$ cat config.mk
export PLATFORM = sky130hd
export DESIGN_NAME = line_buffer_maxpool_2x2
export DESIGN_NICKNAME = d
export VERILOG_FILES = /design/src/rtl/line_buffer_maxpool_2x2_pkg.sv /design/src/rtl/line_buffer_maxpool_2x2_line_buffer_2row.sv /design/src/rtl/line_buffer_maxpool_2x2.sv
export SDC_FILE = /design/constraint.sdc
export NUM_CORES = 1
export LEC_CHECK = 0
export ABC_CLOCK_PERIOD_IN_PS = 8029
export CORE_UTILIZATION = 62
export DETAILED_ROUTE_END_ITERATION = 8
export PLACE_DENSITY_LB_ADDON = 0.2
export SYNTH_ARGS = -nofsm -noshare
export SYNTH_HDL_FRONTEND = slang
export SYNTH_SLANG_ARGS = --single-unit
$ cat constraint.sdc
create_clock -name clk -period 8.03 [get_ports clk]
set_input_delay 1.606 -clock clk [delete_from_list [all_inputs] [get_ports clk]]
set_output_delay 1.606 -clock clk [all_outputs]
set_load 0.02 [all_outputs]
$ cat src/rtl/line_buffer_maxpool_2x2_pkg.sv
// rtl/line_buffer_maxpool_2x2_pkg.sv - shared sample types and signed max helper
package line_buffer_maxpool_2x2_pkg;

    localparam int WORDLENGTH = 16;
    localparam int MAX_WIDTH  = 64;

    typedef logic signed [WORDLENGTH-1:0] sample_t;
    typedef logic signed [MAX_WIDTH-1:0]  wide_sample_t;

    // Callers sign-extend into the wide type so any sample width up to MAX_WIDTH works.
    function automatic wide_sample_t max2(input wide_sample_t a, input wide_sample_t b);
        return (a > b) ? a : b;
    endfunction

endpackage

$ cat src/rtl/line_buffer_maxpool_2x2_line_buffer_2row.sv
// rtl/line_buffer_maxpool_2x2_line_buffer_2row.sv - two-row line buffer with column/parity tracking
module line_buffer_2row
    import line_buffer_maxpool_2x2_pkg::*;
#(
    parameter int dataColNum = 28,
    parameter int col_length = 5,
    parameter int wordlength = WORDLENGTH
) (
    input  logic                         clk,
    input  logic                         irst_n,
    input  logic                         in_valid,
    input  logic signed [wordlength-1:0] data_in,
    output logic signed [wordlength-1:0] pixels_0,
    output logic signed [wordlength-1:0] pixels_1,
    output logic                         lb_valid,
    output logic        [col_length-1:0] col,
    output logic                         odd_row
);

    localparam logic [col_length-1:0] LAST_COL = col_length'(dataColNum - 1);

    logic signed [wordlength-1:0] taps_q [dataColNum];
    logic signed [wordlength-1:0] pixels_0_q;
    logic signed [wordlength-1:0] pixels_1_q;
    logic        [col_length-1:0] cnt_q;
    logic        [col_length-1:0] cnt_d;
    logic        [col_length-1:0] col_q;
    logic                         par_q;
    logic                         par_d;
    logic                         filled_q;
    logic                         filled_d;
    logic                         odd_q;
    logic                         lb_valid_q;

    // cnt_q/par_q describe the next sample to arrive; col_q/odd_q describe the registered pixels.
    always_comb begin
        cnt_d    = cnt_q;
        par_d    = par_q;
        filled_d = filled_q;
        if (in_valid) begin
            if (cnt_q == LAST_COL) begin
                cnt_d    = '0;
                par_d    = ~par_q;
                filled_d = 1'b1;
            end else begin
                cnt_d = cnt_q + col_length'(1);
            end
        end
    end

    always_ff @(posedge clk or negedge irst_n) begin
        if (!irst_n) begin
            for (int i = 0; i < dataColNum; i++) begin
                taps_q[i] <= '0;
            end
            pixels_0_q <= '0;
            pixels_1_q <= '0;
            cnt_q      <= '0;
            col_q      <= '0;
            par_q      <= 1'b0;
            odd_q      <= 1'b0;
            filled_q   <= 1'b0;
            lb_valid_q <= 1'b0;
        end else begin
            cnt_q      <= cnt_d;
            par_q      <= par_d;
            filled_q   <= filled_d;
            lb_valid_q <= in_valid & filled_q;
            if (in_valid) begin
                taps_q[0] <= data_in;
                for (int i = 1; i < dataColNum; i++) begin
                    taps_q[i] <= taps_q[i-1];
                end
                pixels_0_q <= data_in;
                pixels_1_q <= taps_q[dataColNum-1];
                col_q      <= cnt_q;
                odd_q      <= par_q;
            end
        end
    end

    assign pixels_0 = pixels_0_q;
    assign pixels_1 = pixels_1_q;
    assign lb_valid = lb_valid_q;
    assign col      = col_q;
    assign odd_row  = odd_q;

endmodule

$ cat src/rtl/line_buffer_maxpool_2x2.sv
// rtl/line_buffer_maxpool_2x2.sv - streaming 2x2 stride-2 signed max-pooling stage
module line_buffer_maxpool_2x2
    import line_buffer_maxpool_2x2_pkg::*;
#(
    parameter int dataColNum = 28,
    parameter int col_length = 5,
    parameter int wordlength = WORDLENGTH
) (
    input  logic                         clk,
    input  logic                         irst_n,
    input  logic                         in_valid,
    input  logic signed [wordlength-1:0] data_in,
    output logic signed [wordlength-1:0] data_out,
    output logic                         out_valid
);

    localparam logic [col_length-1:0] LAST_COL = col_length'(dataColNum - 1);

    logic signed [wordlength-1:0] pix0;
    logic signed [wordlength-1:0] pix1;
    logic                         lb_valid;
    logic        [col_length-1:0] col;
    logic                         odd_row;

    logic signed [wordlength-1:0] pair_max;
    logic signed [wordlength-1:0] quad_max;
    logic signed [wordlength-1:0] hold_q;
    logic signed [wordlength-1:0] hold_d;
    logic signed [wordlength-1:0] data_out_q;
    logic signed [wordlength-1:0] data_out_d;
    logic                         out_valid_q;
    logic                         out_valid_d;

    line_buffer_2row #(
        .dataColNum (dataColNum),
        .col_length (col_length),
        .wordlength (wordlength)
    ) u_line_buffer (
        .clk      (clk),
        .irst_n   (irst_n),
        .in_valid (in_valid),
        .data_in  (data_in),
        .pixels_0 (pix0),
        .pixels_1 (pix1),
        .lb_valid (lb_valid),
        .col      (col),
        .odd_row  (odd_row)
    );

    always_comb begin
        pair_max    = wordlength'(max2(wide_sample_t'(pix0), wide_sample_t'(pix1)));
        quad_max    = wordlength'(max2(wide_sample_t'(hold_q), wide_sample_t'(pair_max)));
        hold_d      = hold_q;
        data_out_d  = data_out_q;
        out_valid_d = 1'b0;
        if (lb_valid && odd_row) begin
            if (col[0]) begin
                data_out_d  = quad_max;
                out_valid_d = 1'b1;
            end else if (col != LAST_COL) begin
                // The trailing column of an odd-width row has no partner and is never pooled.
                hold_d = pair_max;
            end
        end
    end

    always_ff @(posedge clk or negedge irst_n) begin
        if (!irst_n) begin
            hold_q      <= '0;
            data_out_q  <= '0;
            out_valid_q <= 1'b0;
        end else begin
            hold_q      <= hold_d;
            data_out_q  <= data_out_d;
            out_valid_q <= out_valid_d;
        end
    end

    assign data_out  = data_out_q;
    assign out_valid = out_valid_q;

endmodule

# [Word-level counts from Yosys, hierarchy flattened]
# Index checks and enable logic that the tools add are counted.
[word_totals] ff_bits=511 inputBits=19 out_inout_bits=17 elab_cells=55
[op_classes] addsub=1 order_cmp=2 eq_ne=2 n_mux=5 n_bitwise=3 reduce_logical=4
[op_table] op="$gt 16x16->1" count=2
[op_table] op="$mux 16" count=2
[op_table] op="$add 5x1->5 const B" count=1
[op_table] op="$eq 5x5->1 const B" count=1
[op_table] op="$mux 5" count=1
[op_table] op="$ne 5x5->1 const B" count=1
[op_table] op="$reduce_and 2->1" count=2
[op_table] op="$reduce_and 3->1" count=1
[op_table] op="$mux 1" count=2
[op_table] op="$not 1->1" count=2
[op_table] op="$and 1x1->1" count=1
[op_table] op="$logic_and 1x1->1" count=1

# [Longest topological paths before layout]
[depth] depth_word=4 mapped_depth=20 mapped_depth_nobuf=16

# [Cells and area by module]
# From an unflattened synthesis, not the netlist that was laid out.
[hier_totals] cells_unflattened=1353 area_unflattened_um2=20703.6
[modules_own_cells] mod="line_buffer_2row" instances=1 cells_per_inst=1039 area_per_inst_um2=18082.3 seq_area_each_um2=11961.5
[modules_own_cells] mod="line_buffer_maxpool_2x2" instances=1 cells_per_inst=314 area_per_inst_um2=2621.3 seq_area_each_um2=825.8

# [Worst setup path after synthesis]
# No wires, ideal clock.
[synth_timing] kind="flip-flop to flip-flop" from="reg u_line_buffer.pixels_0_q[15] (netlist: u_line_buffer.pixels_0[15])" to="reg data_out_q[10] (netlist: data_out[10])" setup_time_ps=80 arrival_time_ps=4376 slack_ps=3574 path_stages_with_launch=19 path_buffers=4 period_less_slack_ps=4456 cell_sequence="dfrtp_1 -> ha_1 -> clkbuf_1 -> nand4_1 -> nor4_1 -> a211o_1 -> clkbuf_1 -> o211ai_1 -> o21ai_0 -> ha_1 -> a211oi_2 -> nor2_1 -> or4b_4 -> a2111o_1 -> o21a_1 -> buf_6 -> nand2b_4 -> buf_6 -> o211ai_2"
[synth_between] elab_chain_len=4
[synth_rtl] element="start: declaration" line_no="line_buffer_maxpool_2x2_line_buffer_2row.sv:23" source="logic signed [wordlength-1:0] pixels_0_q;"
[synth_rtl] element="start signal: assignment" line_no="line_buffer_maxpool_2x2_line_buffer_2row.sv:74" source="pixels_0_q <= data_in;"
[synth_rtl] element="$gt 16x16->1" line_no="line_buffer_maxpool_2x2_pkg.sv:12" source="return (a > b) ? a : b;"
[synth_rtl] element="$mux 16 (*)" line_no="line_buffer_maxpool_2x2_pkg.sv:12"
[synth_rtl] element="$gt 16x16->1" line_no="line_buffer_maxpool_2x2_pkg.sv:12"
[synth_rtl] element="$mux 16 (*)" line_no="line_buffer_maxpool_2x2_pkg.sv:12"
[synth_rtl] element="end signal: assignment" line_no="line_buffer_maxpool_2x2.sv:74" source="data_out_q <= data_out_d;"
[synth_rtl] element="end: declaration" line_no="line_buffer_maxpool_2x2.sv:29" source="logic signed [wordlength-1:0] data_out_q;"
# Mark *: on every way between the ends. The rest lies on a longest branch, timed or not.
# A chain may end at the register's enable or synchronous reset.

# [Worst setup path after layout]
[layout_timing] from="reg u_line_buffer.pixels_0_q[15] (netlist: u_line_buffer.pixels_0[15])" to="reg data_out_q[3] (netlist: data_out[3])"
# The elaborated chain is that of the path after synthesis.

==> results.toml <==
[drt]
drtAntennaViolNets = 0
wire_per_inst_um = 16.52
via_per_inst = 5.577
wl_um = 29760
dr.first_iter.drc_count = 530
first_pass_iters = 4
vias = 10050
post-route-drc-count = 0

[logic_synthesis]
synth_nets = 1397
synth_cell_types = 40
ys_seq_area_share_pct = 63.39
ys_warn_count = 0
ys_ff_latch = 507
synth_area_leaders = "dfrtp_1 (63%), mux2_2 (25%), ha_1 (2.1%), nand2_1 (1.4%), o21ai_0 (1.3%)"
post-synth-top-area-cell = "dfrtp_1"
avgSynthCellArea_um2 = 14.88
syn_inst = 1345
syn-cell-area_um2 = 20010
post-synth-top-area-fraction_pct = 63.39

[critical_path]
cpLargestDelayFamily = "compound AO/OA/AOI/OAI gates"
rr_startpoint = "u_line_buffer.pixels_0[15]"
crit_path_max_incr_delay_ps = 930
reg2reg_slack_ps = 2100
critPathKind = "reg -> reg"
r2r_end = "data_out[3]"
cp-start-kind = "register"
endpoint_kind = "register"
crit_top_cell = "ha_1"
cp.arrival_ps = 6410
crit_buf_inv = 0
worst-r2r-cell-count = 13
worst_ep_required_time_ps = 8510
slowest_stage = "ha_1"
critical_path_peak_fanout = 34
path_cells = "ha_1 -> nand4_1 -> nor4_1 -> a211o_1 -> o21ai_0 -> ha_1 -> a211oi_2 -> nor2_1 -> or4b_4 -> a2111o_1 -> o21a_1 -> nand2b_4 -> o211ai_1"

[grt]
grt_max_degree = 214
antenna_found_initial = 0
gr-total-overflow = 0
grt_pass1_wl_um = 51830
grt_pass1_vias = 10470
grt.total_usage_pct = 19.17

[flow_run]
max_cap_violations = 0

[die]
core_area_um2 = 31640
rows = 65
die_w_um = 181.7
die_area_um2 = 33000
start_util_pct = 63.26
ios = 36
die_h_um = 181.7

[place]
dpl.hpwl_um = 17510
placed_area_um2 = 20630
dpl.cell_count = 1714
gp_congestion = 0.8006
portBuffers = 35

[worst_hold_path]
holdPathStages = 1
hold_path_class = "reg -> reg"
hold_start = "u_line_buffer.filled_q"
worst_hold_path.endpoint = "u_line_buffer.filled_q"

[clock_tree]
post_cts_buffers = 0
cts_resized = 0
clock-sinks = 507
root_buffer = "clkbuf_16"
clk_pin_slew_ps = 60
clk_path_buf_depth = 3
clk_latency_ps = 560
hold_buffers = 0
h-tree-depth = 2
cts_tree = "yes"
cts_buffers = 50

[run_status]
outcome = "complete, no violations"

[final_layout]
nets = 1416
final_cells = 1801
stdcell_area_um2 = 22200
area_growth_pct = 10.93
fin_util_pct = 70.18
num_antenna_cells = 0
drive_gt1_share_pct = 39.24

[timing]
setup_viol = 0
post-route-min-period_ps = 5927
worstMarginPinSlew_ps = 1205
setup_tns_ps = 0
rsz0062_at_grt = "no"
maxSlewHeadroom_pct = 19.21
maxSlewViolCount = 0
hold_violations = 0
clock_skew_ps = 14.25
fmaxAchievable_mhz = 168.7
fin_crit_sh_pct = 73.81

[pwr]
p_per_area_nw_per_um2 = 357.2
leakage_nw = 9.973
power_mw = 7.931
ir_drop_v = 0.0002317
[sequential cells by signal, summed over array words and instances, names as in the netlist, 5 cells and up]
| register | cells |
|---|---|
| data_out | 16 |
| hold_q | 16 |
| u_line_buffer.cnt_q | 5 |
| u_line_buffer.pixels_0 | 16 |
| u_line_buffer.pixels_1 | 16 |
| u_line_buffer.taps_q | 432 |
[worst max path at each step]
stage / cells past startpoint / end / from / slack (ps)
after detailed placement: 13 / data_out[3] / u_line_buffer.pixels_0[15] / 2090
after CTS: 13 / data_out[3] / u_line_buffer.pixels_0[15] / 2080
after floorplan: 18 / data_out[10] / u_line_buffer.pixels_0[15] / 3570
final: 13 / data_out[3] / u_line_buffer.pixels_0[15] / 2100
after global routing: 13 / data_out[3] / u_line_buffer.pixels_0[15] / 1590
after global placement: 13 / data_out[2] / u_line_buffer.pixels_0[15] / 2270
[final cells by class]
class | instances | area [µm²]
clock buffer | 74 | 1463
clock inverter | 13 | 111.4
fill | 2130 | 9434
inverter | 20 | 75.07
multi-input combinational | 745 | 6928
sequential | 507 | 12690
tap | 402 | 503.0
timing repair buffer | 40 | 435.4
[metrics by stage]
stage / hold WS (ps) / setup WS (ps)
floorplan: 430.9 / 3574
global placement: 445.7 / 2266
detailed placement: 456.8 / 2089
CTS: 470.7 / 2075
global route: 501.9 / 1586
finish: 466.7 / 2103
[synthesized netlist by cell type, drive strengths merged]
cell,count
or4b,1
a211o,2
and2,1
nand3b,1
nor2,24
dfrtp,507
a21o,3
nor3,1
mux2i,4
inv,19
a211oi,1
mux2,451
xor2,2
o21a,1
a21boi,1
a21oi,25
a221o,1
a2111o,1
clkinv,1
nand2,72
ha,33
a31oi,1
o211ai,31
clkbuf,69
nand3,20
nand2b,2
o21ai,52
or2,1
buf,4
nand4,7
o22a,1
nor2b,2
nor4,2
xnor2,1
[layer usage]
metal | GRT usage (%) | wire [µm] | vias up
li1 | - | - | 4797
met1 | 27.33 | 14040 | 5104
met2 | 30.43 | 14260 | 97
met3 | 3.269 | 811 | 47
met4 | 6.034 | 636 | 0
met5 | 0 | 0 | -
[power breakdown]
| group | switching, mW | total (mW) | leakage [nW] | internal (mW) |
|---|---|---|---|---|
| combinational | 0.671 | 1.63 | 2.91 | 0.961 |
| clock | 0.929 | 2.22 | 0.780 | 1.29 |
| sequential | 0.510 | 4.08 | 6.29 | 3.57 |
[cell families after synthesis]
logic type | count (synthesis) | synth area share (%)
DFF | 507 | 63.39
buffers and inverters | 93 | 2.013
muxes | 455 | 25.58
adders and majority gates | 33 | 2.063
and+or+nand+nor | 134 | 2.963
xor gates and xnor gates | 3 | 0.1313
AOI/OAI and AO/OA | 120 | 3.864
[placed cells by master, fill, tap and decap left out, types with 3 or more instances in the layout]
cell type,count
dfrtp_1,507
mux2_2,451
nand2_1,72
o21ai_0,52
clkbuf_16,51
ha_1,33
clkdlybuf4s50_1,33
a21oi_1,25
nor2_1,24
o211ai_1,21
inv_1,19
nand3_1,19
clkbuf_1,13
o211ai_2,10
clkbuf_8,10
clkinv_2,9
nand4_1,7
mux2i_1,4
a21o_1,3
buf_12,3
Power figures use the tool's default switching activity.
